**src/rtl/serial_bus_gatherer_pkg.sv**
```systemverilog
// Shared types and helpers for the serial-to-parallel word gatherer.
package serial_bus_gatherer_pkg;

  localparam int unsigned WORD_W = 4;

  // Width of the in-word bit counter for a given word width.
  function automatic int unsigned cnt_w(input int unsigned width);
    return (width <= 2) ? 1 : $clog2(width);
  endfunction

  typedef logic [WORD_W-1:0] word_t;

  typedef enum logic {
    LSB_FIRST = 1'b0,
    MSB_FIRST = 1'b1
  } bit_order_e;

endpackage

```
**src/rtl/serial_bus_gatherer_hold.sv**
```systemverilog
// One-entry valid/ready holding register for finished words.
module word_hold_reg #(
  parameter int unsigned WIDTH = 4
) (
  input  logic             clk_i,
  input  logic             rst_i,
  input  logic             load_i,
  input  logic [WIDTH-1:0] data_i,
  input  logic             take_i,
  output logic             valid_o,
  output logic [WIDTH-1:0] data_o
);

  logic             valid_q, valid_d;
  logic [WIDTH-1:0] data_q, data_d;

  // Free the entry on take, then let a same-cycle load refill it.
  always_comb begin
    valid_d = valid_q;
    data_d  = data_q;
    if (valid_q && take_i) begin
      valid_d = 1'b0;
    end
    if (load_i) begin
      valid_d = 1'b1;
      data_d  = data_i;
    end
  end

  // Entry state register.
  always_ff @(posedge clk_i or posedge rst_i) begin
    if (rst_i) begin
      valid_q <= 1'b0;
      data_q  <= '0;
    end else begin
      valid_q <= valid_d;
      data_q  <= data_d;
    end
  end

  assign valid_o = valid_q;
  assign data_o  = data_q;

endmodule

```
**src/rtl/serial_bus_gatherer.sv**
```systemverilog
// Gathers a serial bit stream into WIDTH-bit words with a one-word output buffer.
module serial_bus_gatherer #(
  parameter int unsigned WIDTH     = 4,
  parameter bit          MSB_FIRST = 1'b1
) (
  input  logic                                             clk,
  input  logic                                             rst,
  input  logic                                             ser_data,
  input  logic                                             ser_valid,
  output logic                                             ser_ready,
  input  logic                                             ser_sof,
  output logic [WIDTH-1:0]                                 bus_data,
  output logic                                             bus_valid,
  input  logic                                             bus_ready,
  output logic                                             last_bit,
  output logic                                             drop_pulse,
  output logic [serial_bus_gatherer_pkg::cnt_w(WIDTH)-1:0] bit_count
);

  import serial_bus_gatherer_pkg::*;

  localparam int unsigned CNT_W = cnt_w(WIDTH);
  localparam logic [CNT_W-1:0] LAST_IDX = CNT_W'(WIDTH - 1);
  localparam bit_order_e ORDER = MSB_FIRST ? serial_bus_gatherer_pkg::MSB_FIRST
                                           : serial_bus_gatherer_pkg::LSB_FIRST;

  logic [WIDTH-1:0] shift_q, shift_d;
  logic [CNT_W-1:0] cnt_q, cnt_d;
  logic             last_bit_q, last_bit_d;
  logic             drop_q, drop_d;
  logic [WIDTH-1:0] shifted;
  logic [WIDTH-1:0] sof_word;
  logic             accept;
  logic             at_last;
  logic             word_done;
  logic             hold_valid;
  logic [WIDTH-1:0] hold_data;

  // Stall only the final bit of a word when the held word cannot leave.
  always_comb begin
    at_last   = (cnt_q == LAST_IDX);
    ser_ready = !(hold_valid && !bus_ready && at_last);
  end

  // Shift direction chosen so the first bit lands at the stated end of the word.
  always_comb begin
    if (ORDER == serial_bus_gatherer_pkg::MSB_FIRST) begin
      shifted  = {shift_q[WIDTH-2:0], ser_data};
      sof_word = {{(WIDTH-1){1'b0}}, ser_data};
    end else begin
      shifted  = {ser_data, shift_q[WIDTH-1:1]};
      sof_word = {ser_data, {(WIDTH-1){1'b0}}};
    end
  end

  // Accept path: count, shift, start-of-frame restart and word completion.
  always_comb begin
    accept     = ser_valid && ser_ready;
    shift_d    = shift_q;
    cnt_d      = cnt_q;
    last_bit_d = last_bit_q;
    drop_d     = 1'b0;
    word_done  = 1'b0;
    if (accept) begin
      last_bit_d = ser_data;
      if (ser_sof) begin
        shift_d = sof_word;
        cnt_d   = CNT_W'(1);
        drop_d  = (cnt_q != '0);
      end else begin
        shift_d = shifted;
        if (at_last) begin
          cnt_d     = '0;
          word_done = 1'b1;
        end else begin
          cnt_d = cnt_q + CNT_W'(1);
        end
      end
    end
  end

  // Serial-side state registers.
  always_ff @(posedge clk or posedge rst) begin
    if (rst) begin
      shift_q    <= '0;
      cnt_q      <= '0;
      last_bit_q <= 1'b0;
      drop_q     <= 1'b0;
    end else begin
      shift_q    <= shift_d;
      cnt_q      <= cnt_d;
      last_bit_q <= last_bit_d;
      drop_q     <= drop_d;
    end
  end

  word_hold_reg #(
    .WIDTH(WIDTH)
  ) u_hold (
    .clk_i  (clk),
    .rst_i  (rst),
    .load_i (word_done),
    .data_i (shifted),
    .take_i (bus_ready),
    .valid_o(hold_valid),
    .data_o (hold_data)
  );

  assign bus_valid  = hold_valid;
  assign bus_data   = hold_data;
  assign last_bit   = last_bit_q;
  assign drop_pulse = drop_q;
  assign bit_count  = cnt_q;

endmodule

```
**config.mk**
```make
export PLATFORM = sky130hd
export DESIGN_NAME = serial_bus_gatherer
export DESIGN_NICKNAME = d
export VERILOG_FILES = /design/src/rtl/serial_bus_gatherer_pkg.sv /design/src/rtl/serial_bus_gatherer_hold.sv /design/src/rtl/serial_bus_gatherer.sv
export SDC_FILE = /design/constraint.sdc
export NUM_CORES = 1
export LEC_CHECK = 0
export BUFFER_PORTS_ARGS = -buffer_cell sky130_fd_sc_hd__buf_2
export CAP_MARGIN = 20
export CORE_AREA = 2 2 39 41
export DETAILED_ROUTE_END_ITERATION = 8
export DIE_AREA = 0 0 41 43
export GPL_ROUTABILITY_DRIVEN = 1
export HOLD_SLACK_MARGIN = 0.03
export PLACE_DENSITY = 0.63
export SETUP_SLACK_MARGIN = 0.2
export SYNTH_ARGS = -nofsm -noshare
export SYNTH_HDL_FRONTEND = slang
export SYNTH_HIERARCHICAL = 1
export SYNTH_SLANG_ARGS = --single-unit
```
**constraint.sdc**
```tcl
create_clock -name clk -period 1.6 [get_ports clk]
set_input_delay 0.32 -clock clk [delete_from_list [all_inputs] [get_ports clk]]
set_output_delay 0.32 -clock clk [all_outputs]
set_load 0.02 [all_outputs]
```
* Yosys cells after proc, flatten, opt, wreduce, memory -nomap -nowiden *
Cells that the tools add are included.

storage, ports and cells
  register bits = 12
  input bits = 6
  output and inout bits = 10
  word-level logic and storage cells = 26

operators by class
  $add $sub $neg = 1
  eq/ne operators = 1
  mux-type cells = 10
  reductions and logical operators = 8

operator list
  cell                 count
  $mux 1               7
  $logic_and 1x1->1    4
  $mux 2               2
  $reduce_bool 2->1    2
  $mux 3               1
  $add 2x1->2 const B  1
  $eq 2x2->1 const B   1
  $logic_not 1->1      2

* Longest topological paths before layout *
  depth after elaboration = 7
  mapped depth = 5
  mapped depth without buffers = 5

* Hierarchy *
Netlist, hierarchy kept.

modules (own cells, without submodules)
  module               times used  cells each  area an instance (µm²)  seq. area each (µm²)
  serial_bus_gatherer  1           25          334.1                   150.1
  word_hold_reg        1           12          186.4                   125.1

* Least setup slack after synthesis *
OpenSTA, ideal clock, no wires.

  kind = flip-flop to flip-flop
  start point = register cnt_q[0] (netlist: bit_count[0])
  end point = register u_hold.data_q[0] (netlist: u_hold/data_o[0])
  library setup time = 125 ps
  data arrival time = 1806 ps
  data required time = 1475 ps
  setup slack = -331 ps
  stages on the path, launching flop included = 6
  buffers on the path = 0
  period minus slack after synthesis = 1931 ps
  cell sequence = dfrtp_1 -> ha_1 -> nand3b_4 -> nand2_8 -> nor3b_1 -> mux2_2

on the way
  longest elaborated chain between the ends = 5
  elaborated cells on any way between the ends = 7
  classes of those cells = 1 x eq/ne; 3 x mux; 3 x reduce/logical

RTL lines
  element                 line                            RTL
  start, declared         serial_bus_gatherer.sv:28       logic [CNT_W-1:0] cnt_q, cnt_d;
  start signal, assigned  serial_bus_gatherer.sv:91       cnt_q <= cnt_d;
  $eq 2x2->1              serial_bus_gatherer.sv:41       at_last = (cnt_q == LAST_IDX);
  $logic_and 1x1->1       serial_bus_gatherer.sv:42       ser_ready = !(hold_valid && !bus_ready && at_last);
  $logic_not 1->1         serial_bus_gatherer.sv:42
  named net ser_ready     serial_bus_gatherer.sv:10       output logic ser_ready,
  $logic_and 1x1->1       serial_bus_gatherer.sv:58       accept = ser_valid && ser_ready;
  $mux 1                  serial_bus_gatherer.sv:64       if (accept) begin
  named net word_done     serial_bus_gatherer.sv:35       logic word_done;
  end signal, assigned    serial_bus_gatherer_hold.sv:37  data_q <= data_d;
  end, declared           serial_bus_gatherer_hold.sv:15  logic [WIDTH-1:0] data_q, data_d;

The timed path passes the listed nets, and every way through them passes these cells.
A chain may end at the register's enable or synchronous reset.

* Worst setup path in the final report *
  start point = register cnt_q[0] (netlist: bit_count[0])
  end point = register u_hold.data_q[2] (netlist: u_hold/data_o[2])

on the way
  longest elaborated chain between the ends = 5
  elaborated cells on any way between the ends = 7
  classes of those cells = 1 x eq/ne; 3 x mux; 3 x reduce/logical

RTL lines
  element              line
  $eq 2x2->1 (*)       serial_bus_gatherer.sv:41
  $logic_and 1x1->1    serial_bus_gatherer.sv:42
  $logic_not 1->1      serial_bus_gatherer.sv:42
  $logic_and 1x1->1    serial_bus_gatherer.sv:58
  $mux 1 (*)           serial_bus_gatherer.sv:64
  named net word_done  serial_bus_gatherer.sv:35

The timed path passes the listed nets; every way through them passes the cells marked *.

==> flow_summary.toml <==
[route]
drt_iter0_markers = 2
vias_per_cell = 4.500
drt-total-wl_um = 918
vias = 360
firstDrtPassIters = 4
wire_per_inst_um = 11.48
drc = 0
ant_nets = 0

[synthesis]
ys_types = 14
netlist_area_um2 = 520.5
ys_seq_area_frac = 0.5288
ys_ff_latch = 11
ys.warnings.count = 6
synthCells = 37
syn-num-nets = 45
post_synth.cell_area_avg_um2 = 14.07

[power]
p_clk_frac = 0.182
pwr-share-comb = 0.424
p_seq_frac = 0.393
swShare = 0.3416
p_switching_mw = 0.3579
power_per_cell_area_nw_per_um2 = 1398
leakagePower_nw = 0.4248
internal_power_mw = 0.6898
ir_worst_vdd_mv = 0.5591

[clock_network]
cts-root-buf = "clkbuf_4"
clock_sinks = 11
cts_inserted_buffers = 3
clock_path_buffers = 2
clk_latency_ns = 0.27
clk_pin_slew_worst_paths_ns = 0.07
cts_tree = "built"
h-tree-depth = 1

[hold_path]
hp-class = "in2reg"
hold_depth = 2

[place]
port_buffers = 15
post-place-ws_ns = 0.02502
dpl.hpwl_um = 693.9
place_congestion = 0.6569

[timing]
setup_ws_ns = 0.1263
report.final.setup_viol = 0
hold_viol_final = 0
final-max-slew-violation-count = 0
relSlewSlack = 0.8424
whs_ns = 0.3080
finalClockSkew_ns = 0.002186
max_freq_mhz = 678.6
worst_pin_slew_ns = 0.2361
finalCriticalPeriod_ns = 1.474
post-route-period-util = 0.9210
rsz0062_at_grt = "yes"

[critical_path]
path_max_fanout = 5
cp-end-kind = "flop"
cp-start-kind = "flop"
arrival_ns = 1.63
crit_type = "reg2reg"
reg2regPathDepth = 6
required_ns = 1.76

[layout]
drive_gt1_frac = 0.6094
nets = 73
layout_commonest_cell = "buf_2"
antenna_cells = 0
synthToLayoutAreaGrowth_pct = 43.99
layout_common_cells = "buf_2, dfrtp_1, mux2_4, buf_4, inv_1"
post-route-util = 0.5416

[die]
ios = 16
die_area_um2 = 1763
die_width_um = 41
num_rows = 14
initial_core_util = 0.3761
core_area_um2 = 1384
die_h_um = 43

[global_routing]
overflow = 0
grt_pass1_wl_mm = 1.531
track_usage = 0.1350
grt_pass1_vias = 343
antenna_found_initial = 0
grt_max_degree = 7

[status]
status = "complete, no violations"

[run]
drv_cap = 0
## layer usage
metal  routed length (µm)  up-vias  global-route usage  part of all wire
li1                     -      175                   -                 -
met1                  444      170              0.1933              0.48
met2                  408       13              0.1688              0.44
met3                   49        2             0.04712             0.053
met4                   15        0             0.08000             0.016
met5                    0        -                   0                 0
## synth_stat cells
master    count  area (µm²)
mux2i_1       2       20.02
inv_1         5       18.77
dfrtp_1      11       275.3
nand2_8       1       20.02
nor3b_1       2       15.01
nand2b_1      1       6.260
a21o_2        1       8.760
nor2_1        2       7.510
ha_1          2       25.02
mux2_2        4       45.04
nand3b_4      1       20.02
mux2_4        3       45.04
and2b_1       1       7.510
nor2b_1       1       6.260
## registers in the layout, summed over array words and instances, names as in the netlist
name	flops
bit_count	2
u_hold/valid_o	1
drop_pulse	1
u_hold/data_o	4
shift_q	3
## critical path: stages, from the launching register on
cell and delay (ns):
dfrtp_2 0.43, ha_4 0.17, nand3b_4 0.10, nand2_8 0.05, nor3b_4 0.17, buf_6 0.15
mux2_4 0.29
## power by group through the flow
stage | registers [mW] | clock network (mW) | logic, mW
CTS | 0.414 | 0.200 | 0.438
global route | 0.426 | 0.216 | 0.484
detailed placement | 0.417 | 0 | 0.372
floorplan | 0.510 | 0 | 0.153
finish | 0.412 | 0.191 | 0.445
global placement | 0.418 | 0 | 0.368
## logic make-up (layout without fill, tap and decap cells)
logic type,count (synthesis),count (layout),share of synthesized area
AO/OA/AOI/OAI,1,1,0.01683
adder cells (fa/ha/maj),2,2,0.04807
buffers and inverters,5,32,0.03606
flip-flops,11,11,0.5288
multiplexers,9,9,0.2115
AND/OR/NAND/NOR,9,9,0.1587
## worst paths after layout
check,from,to,slack [ns]
worst max-delay path,bit_count[0],u_hold/data_o[2],0.13
worst min-delay path,ser_data,u_hold/data_o[0],0.31
worst max register to register,bit_count[0],u_hold/data_o[2],0.13
worst min register to register,u_hold/data_o[3],u_hold/data_o[3],0.51
max in group asynchronous,rst,bit_count[1],0.88
min in group asynchronous,rst,u_hold/valid_o,0.50
## final cells by class
| class | count | area (µm²) |
|---|---|---|
| fillers | 120 | 634.4 |
| flip-flops and latches | 11 | 277.8 |
| multi-input cells | 21 | 265.3 |
| repair buffers | 23 | 141.4 |
| clock buffers | 4 | 26.28 |
| well taps | 16 | 20.02 |
| inverters | 5 | 18.77 |
## through the flow
step	area [µm²]	TNS (ns)	cells	power, mW
2_1_floorplan	546.8	-0.09170	37	0.6633
3_3_place_gp	656.9	0	70	0.7863
3_5_place_dp	656.9	0	70	0.7886
4_1_cts	742.0	0	79	1.052
5_1_grt	749.5	0	80	1.126
6_report	749.5	0	80	1.048
## repair_timing
action / in CTS / in global routing
setup buffers: 4 / 1
endpoints found under the hold margin: 11 / 0
gates resized for setup: 5 / 0
endpoints found under the setup margin: 5 / 6
hold buffers: 1 / 0
pin swaps: 3 / 0
No activity file was read; power rests on OpenSTA's default activity.
